[src/rtl/ibex_rvfi_trace_buffer.sv]
// Retirement-trace capture buffer: stores a reduced RVFI record per retirement in a
// first-word-fall-through FIFO and presents it on a valid/ready stream. Also counts
// dropped records and flags discontinuities in rvfi_order.
module ibex_rvfi_trace_buffer #(
    parameter int unsigned Depth      = 8,
    parameter bit          CheckOrder = 1'b1
) (
    input  logic                     clk_i,
    input  logic                     rst_ni,

    input  logic                     rvfi_valid,
    input  logic [63:0]              rvfi_order,
    input  logic [31:0]              rvfi_insn,
    input  logic                     rvfi_trap,
    input  logic [31:0]              rvfi_pc_rdata,
    input  logic [4:0]               rvfi_rd_addr,
    input  logic [31:0]              rvfi_rd_wdata,

    input  logic                     flush_i,

    output logic                     trace_valid_o,
    input  logic                     trace_ready_i,
    output logic [63:0]              trace_order_o,
    output logic [31:0]              trace_pc_o,
    output logic [31:0]              trace_insn_o,
    output logic                     trace_trap_o,
    output logic [4:0]               trace_rd_addr_o,
    output logic [31:0]              trace_rd_wdata_o,

    output logic [$clog2(Depth):0]   count_o,
    output logic [15:0]              overflow_cnt_o,
    output logic                     order_err_o
);

    localparam int unsigned AW = $clog2(Depth);

    typedef struct packed {
        logic [63:0] order;
        logic [31:0] pc;
        logic [31:0] insn;
        logic        trap;
        logic [4:0]  rd_addr;
        logic [31:0] rd_wdata;
    } entry_t;

    entry_t        mem_q [Depth];
    entry_t        head;
    entry_t        new_entry;

    // Pointers carry an extra wrap bit so full and empty are distinguishable.
    logic [AW:0]   wr_ptr_q;
    logic [AW:0]   rd_ptr_q;
    logic [AW-1:0] wr_idx;
    logic [AW-1:0] rd_idx;
    logic          empty;
    logic          full;
    logic          push;
    logic          pop;
    logic          drop;
    logic [15:0]   ovf_cnt_q;

    assign wr_idx = wr_ptr_q[AW-1:0];
    assign rd_idx = rd_ptr_q[AW-1:0];
    assign empty  = (wr_ptr_q == rd_ptr_q);
    assign full   = (wr_idx == rd_idx) && (wr_ptr_q[AW] != rd_ptr_q[AW]);

    // A full buffer still accepts a record when the head leaves in the same cycle.
    assign pop  = ~empty & trace_ready_i;
    assign push = rvfi_valid & ~flush_i & (~full | pop);
    assign drop = rvfi_valid & ~flush_i & full & ~pop;

    assign new_entry = '{
        order:    rvfi_order,
        pc:       rvfi_pc_rdata,
        insn:     rvfi_insn,
        trap:     rvfi_trap,
        rd_addr:  rvfi_rd_addr,
        rd_wdata: rvfi_rd_wdata
    };

    // Storage write; contents need no reset since outputs are masked when empty.
    always_ff @(posedge clk_i) begin
        if (push) begin
            mem_q[wr_idx] <= new_entry;
        end
    end

    // Pointer update; flush wins over push and pop.
    always_ff @(posedge clk_i) begin
        if (!rst_ni) begin
            wr_ptr_q <= '0;
            rd_ptr_q <= '0;
        end else if (flush_i) begin
            wr_ptr_q <= '0;
            rd_ptr_q <= '0;
        end else begin
            if (push) wr_ptr_q <= wr_ptr_q + 1'b1;
            if (pop)  rd_ptr_q <= rd_ptr_q + 1'b1;
        end
    end

    // Saturating count of records lost to a full buffer.
    always_ff @(posedge clk_i) begin
        if (!rst_ni) begin
            ovf_cnt_q <= '0;
        end else if (drop && (ovf_cnt_q != 16'hFFFF)) begin
            ovf_cnt_q <= ovf_cnt_q + 16'd1;
        end
    end

    // Head record drive, zeroed whenever no record is valid.
    always_comb begin
        head = '0;
        if (!empty) begin
            head = mem_q[rd_idx];
        end
    end

    assign trace_valid_o    = ~empty;
    assign trace_order_o    = head.order;
    assign trace_pc_o       = head.pc;
    assign trace_insn_o     = head.insn;
    assign trace_trap_o     = head.trap;
    assign trace_rd_addr_o  = head.rd_addr;
    assign trace_rd_wdata_o = head.rd_wdata;
    assign count_o          = wr_ptr_q - rd_ptr_q;
    assign overflow_cnt_o   = ovf_cnt_q;

    if (CheckOrder) begin : g_order_check
        logic [63:0] exp_order_q;
        logic        exp_vld_q;
        logic        order_err_q;

        // Every retirement (kept, dropped or flushed) is checked and sets the next baseline.
        always_ff @(posedge clk_i) begin
            if (!rst_ni) begin
                exp_order_q <= '0;
                exp_vld_q   <= 1'b0;
                order_err_q <= 1'b0;
            end else if (rvfi_valid) begin
                if (exp_vld_q && (rvfi_order != exp_order_q)) begin
                    order_err_q <= 1'b1;
                end
                exp_order_q <= rvfi_order + 64'd1;
                exp_vld_q   <= 1'b1;
            end
        end

        assign order_err_o = order_err_q;
    end else begin : g_no_order_check
        assign order_err_o = 1'b0;
    end

endmodule

[config.mk]
export PLATFORM = sky130hd
export DESIGN_NAME = ibex_rvfi_trace_buffer
export DESIGN_NICKNAME = d
export VERILOG_FILES = /design/src/rtl/ibex_rvfi_trace_buffer.sv
export SDC_FILE = /design/constraint.sdc
export NUM_CORES = 1
export LEC_CHECK = 0
export CAP_MARGIN = 40
export CORE_ASPECT_RATIO = 1.4
export CORE_MARGIN = 3
export CORE_UTILIZATION = 40
export DETAILED_ROUTE_END_ITERATION = 8
export GPL_TIMING_DRIVEN = 1
export SETUP_SLACK_MARGIN = 0.4
export SLEW_MARGIN = 20
export SYNTH_ARGS = -nofsm -noshare
export SYNTH_HDL_FRONTEND = slang
export SYNTH_SLANG_ARGS = --single-unit
export TNS_END_PERCENT = 1
[constraint.sdc]
create_clock -name clk_i -period 22.7 [get_ports clk_i]
set_clock_uncertainty 0.2 [all_clocks]
set_input_delay 2.27 -clock clk_i [delete_from_list [all_inputs] [get_ports clk_i]]
set_output_delay 2.27 -clock clk_i [all_outputs]
set_load 0.01 [all_outputs]
==> impl_metrics.py, run 1 <==
metrics = {
    "outcome": {
        "status": "finished clean",
    },
    "yosys": {
        "synth-adder-area-share": 0.001926,
        "ys.flop_type": "edfxtp_1",
        "ys_async_sr_fraction": 0,
        "syn_avg_cell_area_um2": 19.71,
        "synth_fp_nets": 3014,
        "ys_warn_count": 0,
        "yosys.area_share.simple": 0.04004,
        "synth_top_area_cell": "edfxtp_1",
        "synth_edf_count": 1328,
        "ys_seq_area_frac": 0.7471,
        "synth_cell_type_count": 50,
        "syn-cell-area_um2": 55870,
        "synth-compound-area-share": 0.01715,
        "synth_cells": 2835,
        "synthMuxAreaShare": 0.1647,
        "netlist_top_cells_count": "edfxtp_1 (1,328), mux4_2 (332), nor2_1 (209)",
        "synthTopCellsByArea": "edfxtp_1 (71%), mux4_2 (13%), dfxtp_1 (3.3%), mux2i_1 (3.1%), nor2_1 (1.4%)",
        "ys_ff_latch": 1421,
        "synth_top_area_share": 0.7138,
        "synth.most_common_cell": "edfxtp_1",
        "synth_top_family_by_area": "multiplexers",
        "synth_xor_area_frac": 0.01630,
    },
    "sta": {
        "min_period_ps": 7968,
        "rsz0062_at_grt": "false",
        "final_max_slew_viol_count": 0,
        "setup-violations-final": 0,
        "final_hold_viol_count": 0,
        "relSlewSlack": 0.3010,
        "tns_ps": 0,
        "fin_crit_sh": 0.3510,
        "max_freq_ghz": 0.1255,
        "tightest_slew_ps": 1048,
    },
    "floorplanning": {
        "die_area_um2": 144300,
        "row_count": 161,
        "ios": 359,
        "die_height_um": 448.2,
        "coreArea_um2": 138200,
        "die_w_um": 321.9,
        "start_util": 0.4043,
    },
    "place": {
        "io_buffers": 358,
        "dp_hpwl_mm": 73.94,
        "gp_routability_congestion": 0.8145,
    },
    "routing": {
        "vias_per_cell": 5.431,
        "dr_wl_met3_mm": 7.878,
        "vias": 28132,
        "drt_wl_total_mm": 129.9,
        "ant_nets": 0,
        "drc": 0,
        "wl_per_cell_um": 25.08,
        "first_pass_iters": 5,
        "dr.max_layer_used": "met5",
        "wl_met1_mm": 53.75,
        "drtIter0Drc": 1938,
        "dr_wl_met2_mm": 65.13,
    },
    "grt": {
        "grt.overflow.total": 0,
        "grt_pass1_vias": 29465,
        "track_usage": 0.1814,
        "antenna_found_initial": 26,
        "grt_max_degree": 114,
        "grt_pass1_wl_mm": 193.1,
    },
    "clock_tree": {
        "cts_hold_buf": 0,
        "cts_buffers": 141,
        "clock-root-buffer": "clkbuf_16",
        "cts_htree_levels": 4,
        "cts.path.max_buffers": 3,
        "clkLatencyLatePin_ps": 770,
        "tritoncts": "done",
        "post_cts_buffers": 0,
        "cts_resized": 0,
        "path_clk_slew_ps": 60,
        "clkSinkCount": 1421,
    },
    "power_and_ir_drop": {
        "p_leak_nw": 20.21,
        "vdd_ir_drop_max_v": 0.00005957,
        "power_density_nw_per_um2": 80.40,
    },
    "setup_path": {
        "worstPathMaxFanout": 35,
        "worst_setup_path_end_kind": "primary output",
        "worstSetupStartpointType": "register",
        "crit_arrival_ps": 5500,
        "cp.required_ps": 20230,
        "setup.worst_path.class": "reg2out",
    },
    "cells_and_area": {
        "drive_gt1_frac": 0.1870,
        "n_fill_cell": 11441,
        "nets": 3443,
        "ff_latch_area_um2": 41750,
        "multi_input_area_um2": 13460,
        "areaGrowthSynthToFinish_pct": 19.32,
        "post-route-util": 0.4824,
    },
    "min_path": {
        "hold_class": "reg2reg",
    },
    "run": {
        "cap_violations": 0,
    },
}
## per-layer routing
layer | GRT usage | up-vias
met1 | 0.2338 | 14759
met4 | 0.05723 | 22
met2 | 0.3055 | 718
met5 | 0 | -
met3 | 0.04243 | 203
li1 | - | 12430
## cells in the final DEF (no fill, tap or decap), drive strengths merged, types with 30 or more instances in the layout
master / synthesis / final
buf: 55 / 79
xor2: 61 / 61
clkbuf: 95 / 181
clkinv: 0 / 51
dfxtp: 93 / 93
mux4: 332 / 332
clkdlybuf4s50: 0 / 356
xnor2: 43 / 43
nand4: 37 / 37
nor2: 209 / 209
edfxtp: 1328 / 1328
nand2: 57 / 57
o21ai: 65 / 65
nor4: 30 / 30
mux2i: 171 / 171
inv: 30 / 37
## final timing paths
check	startpoint	endpoint	slack, ps	cells past startpoint
min	g_order_check.exp_vld_q$_SDFFE_PN0P_	g_order_check.exp_vld_q$_SDFFE_PN0P_	270	2
min reg2reg	g_order_check.exp_vld_q$_SDFFE_PN0P_	g_order_check.exp_vld_q$_SDFFE_PN0P_	270	2
max reg2reg	wr_ptr_q[2]$_SDFFE_PP0P_	mem_q[0][53]$_DFFE_PP_	18740	8
max	register	trace_pc_o[30]	14730	10
## through the flow
step / instances / worst slack [ps] / cell area [um2] / hold slack, ps / power, mW
after floorplan: 2835 / 6874 / 55870 / 240.7 / 3.044
after global placement: 4893 / 14530 / 61670 / 254.4 / 3.159
after detailed placement: 4909 / 15280 / 62070 / 264.9 / 3.165
after CTS: 5162 / 14400 / 66520 / 278.6 / 5.429
after global routing: 5170 / 14180 / 66640 / 306.2 / 5.544
final: 5180 / 14730 / 66670 / 273.7 / 5.360
## area by class of cell
type	count	area share
sequential	1421	0.6263
multi-input combinational	1234	0.2019
timing repair buffer	436	0.06933
clock buffer	180	0.05715
tap	1793	0.03365
clock inverter	73	0.009497
inverter	30	0.001689
antenna	13	0.0004880
## cell families after synthesis
family / count (synthesis)
muxes: 504
buffers and inverters: 180
xor gates and xnor gates: 104
adders and majority gates: 8
AOI/OAI and AO/OA: 154
DFF: 1421
and+or+nand+nor: 464
## registers in the layout (all words and copies together) (netlist names), named ones only
signal                     cells
order_err_o                    1
overflow_cnt_o                16
wr_ptr_q                       4
g_order_check.exp_vld_q        1
g_order_check.exp_order_q     64
rd_ptr_q                       4
mem_q                       1328
## power breakdown
part	leakage (nW)	internal [mW]	switching, mW
Clock	2.17	1.29	0.963
Combinational	5.28	0.0903	0.119
Sequential	12.8	2.89	0.00909
Total	20.2	4.27	1.09
## critical path: stages, from the launching register on
cell and delay (ps):
dfxtp_4 640, buf_4 420, buf_4 660, buf_4 490
buf_16 300, buf_4 500, buf_12 290, mux4_2 530
mux2i_1 160, nor2_1 90, clkdlybuf4s50_1 530
Note: power is estimated with default switching activity, not from simulation.
==> run 2, diff against run 1 <==
==> constraint.sdc (replaced) <==
create_clock -name clk_i -period 6.9 [get_ports clk_i]
set_clock_uncertainty 0.2 [all_clocks]
set_input_delay 0.69 -clock clk_i [delete_from_list [all_inputs] [get_ports clk_i]]
set_output_delay 0.69 -clock clk_i [all_outputs]
set_load 0.01 [all_outputs]
==> run 2 against run 1 <==
Non-clock buffer count decreased by 29; combinational power increased to 3.3 times the previous value; global-route usage is essentially flat; sequential share of layout area rose by 0.21 points; sequential cell count stayed put; setup slack worse by 13000 ps; first-iteration DRC count increased by 1.9%; wire length grew 0.12%; utilization is 0.16 points lower; clock power grew to 3.4 times the previous value; die area unchanged; critical path type unchanged; largest cell class unchanged; largest power group unchanged.
==> impl_metrics.py, run 2 (same netlist as run 1, synthesis figures left out) <==
metrics = {
    "outcome": {
        "status": "finished clean",
    },
    "clock_tree": {
        "clkSinkCount": 1421,
        "tritoncts": "done",
        "cts_buffers": 142,
        "cts_resized": 0,
        "clkLatencyLatePin_ps": 770,
        "clock-root-buffer": "clkbuf_16",
        "cts.path.max_buffers": 3,
        "path_clk_slew_ps": 70,
        "cts_hold_buf": 0,
        "cts_htree_levels": 4,
        "post_cts_buffers": 0,
    },
    "sta": {
        "hold_ws_ps": 189.1,
        "relSlewSlack": 0.2512,
        "fin_crit_sh": 0.6909,
        "tightest_slew_ps": 1123,
        "final_max_slew_viol_count": 0,
        "min_period_ps": 4767,
        "max_freq_ghz": 0.2098,
        "tns_ps": 0,
        "final_hold_viol_count": 0,
        "setup-violations-final": 0,
        "rsz0062_at_grt": "false",
    },
    "routing": {
        "vias_per_cell": 5.457,
        "drt_wl_total_mm": 130.1,
        "first_pass_iters": 5,
        "ant_nets": 0,
        "wl_per_cell_um": 25.28,
        "drc": 0,
        "drtIter0Drc": 1974,
        "vias": 28069,
    },
    "power_and_ir_drop": {
        "vdd_ir_drop_max_v": 0.0002532,
        "power_density_nw_per_um2": 267.9,
        "p_leak_nw": 20.04,
    },
    "floorplanning": {
        "die_w_um": 321.9,
        "row_count": 161,
        "die_height_um": 448.2,
        "ios": 359,
        "die_area_um2": 144300,
        "coreArea_um2": 138200,
        "start_util": 0.4043,
    },
    "setup_path": {
        "worstRegToRegCells": 6,
        "crit_arrival_ps": 3880,
        "reg2reg_to": "mem_q[2][101]$_DFFE_PP_",
        "worstPathMaxFanout": 68,
        "r2r-start": "wr_ptr_q[2]$_SDFFE_PP0P_",
        "timing.reg2reg.setup_slack_ps": 3440,
        "worstSetupStartpointType": "register",
        "endpoint": "trace_order_o[1]",
        "setup.worst_path.class": "reg2out",
        "cp.required_ps": 6010,
        "worst_setup_path_end_kind": "primary output",
    },
    "cells_and_area": {
        "n_fill_cell": 11432,
        "largest-register": "mem_q",
        "drive_gt1_frac": 0.1805,
        "nets": 3415,
        "areaGrowthSynthToFinish_pct": 18.92,
        "ff_latch_area_um2": 41750,
        "layout_common_cells": "edfxtp_1 (1,328), clkdlybuf4s50_1 (356), mux4_2 (332), nor2_1 (207), mux2i_1 (171)",
        "multi_input_area_um2": 13500,
        "largest_reg_flops": 1328,
        "layout_commonest_cell": "edfxtp_1",
    },
    "min_path": {
        "holdPathStages": 2,
        "hold_class": "in2reg",
    },
    "grt": {
        "track_usage": 0.1815,
        "grt.overflow.total": 0,
        "antenna_found_initial": 22,
        "grt_pass1_wl_mm": 193.6,
        "grt_max_degree": 126,
        "grt_pass1_vias": 29620,
    },
    "place": {
        "io_buffers": 358,
        "dp_hpwl_mm": 73.08,
        "gp_routability_congestion": 0.8104,
    },
    "run": {
        "cap_violations": 0,
    },
}
-- run 2: cell types whose count changed in the layout (fill, tap and decap cells not counted), sizes merged --
cell	change
buf	-28
bufinv	+3
clkbuf	+2
clkinv	-5
clkinvlp	-2
diode	-8
inv	+2
-- run 2: final cells by class --
type	count	area share
flip-flops and latches	1421	0.6284
repair buffers	407	0.06435
diodes	5	0.0001883
well taps	1793	0.03377
inverters	30	0.001695
multi-input cells	1234	0.2032
clock buffers	183	0.05783
clock inverters	71	0.01062
-- run 2: worst min path at each step --
stage                                         startpoint                                          to
global route                                  rvfi_valid  g_order_check.exp_order_q[26]$_SDFFE_PN0P_
CTS                                           rvfi_valid  g_order_check.exp_order_q[20]$_SDFFE_PN0P_
floorplan           g_order_check.exp_vld_q$_SDFFE_PN0P_        g_order_check.exp_vld_q$_SDFFE_PN0P_
global placement    g_order_check.exp_vld_q$_SDFFE_PN0P_        g_order_check.exp_vld_q$_SDFFE_PN0P_
detailed placement  g_order_check.exp_vld_q$_SDFFE_PN0P_        g_order_check.exp_vld_q$_SDFFE_PN0P_
finish                                        rvfi_valid  g_order_check.exp_order_q[19]$_SDFFE_PN0P_
-- run 2: routing by layer --
layer	GRT usage	vias to the layer above	routed length, um
met2	0.3168	690	66610
li1	-	12369	-
met5	0	-	157
met1	0.2263	14779	52950
met4	0.05490	22	3164
met3	0.04058	209	7179
-- run 2: through the flow --
step / utilization / power (mW) / setup WS, ps / std cells / instance area (um2)
floorplan: - / 10.00 / -2154 / 2835 / 55900
global route: 0.4807 / 18.40 / 1784 / 5139 / 66430
global placement: 0.4474 / 10.40 / 2537 / 4882 / 61830
CTS: 0.4807 / 18.02 / 1888 / 5139 / 66430
finish: 0.4808 / 17.80 / 2133 / 5144 / 66440
detailed placement: 0.4478 / 10.42 / 2483 / 4885 / 61880
-- run 2: where the power goes --
part | switching, mW | internal, mW
registers | 0.0297 | 9.50
logic | 0.401 | 0.290
clock network | 3.19 | 4.39
-- run 2: worst max-delay path, stage by stage (launching register included) --
cell,delay [ps]
dfxtp_4,670
buf_12,280
buf_12,440
mux4_2,580
mux2i_1,440
nor2_1,80
clkdlybuf4s50_1,570
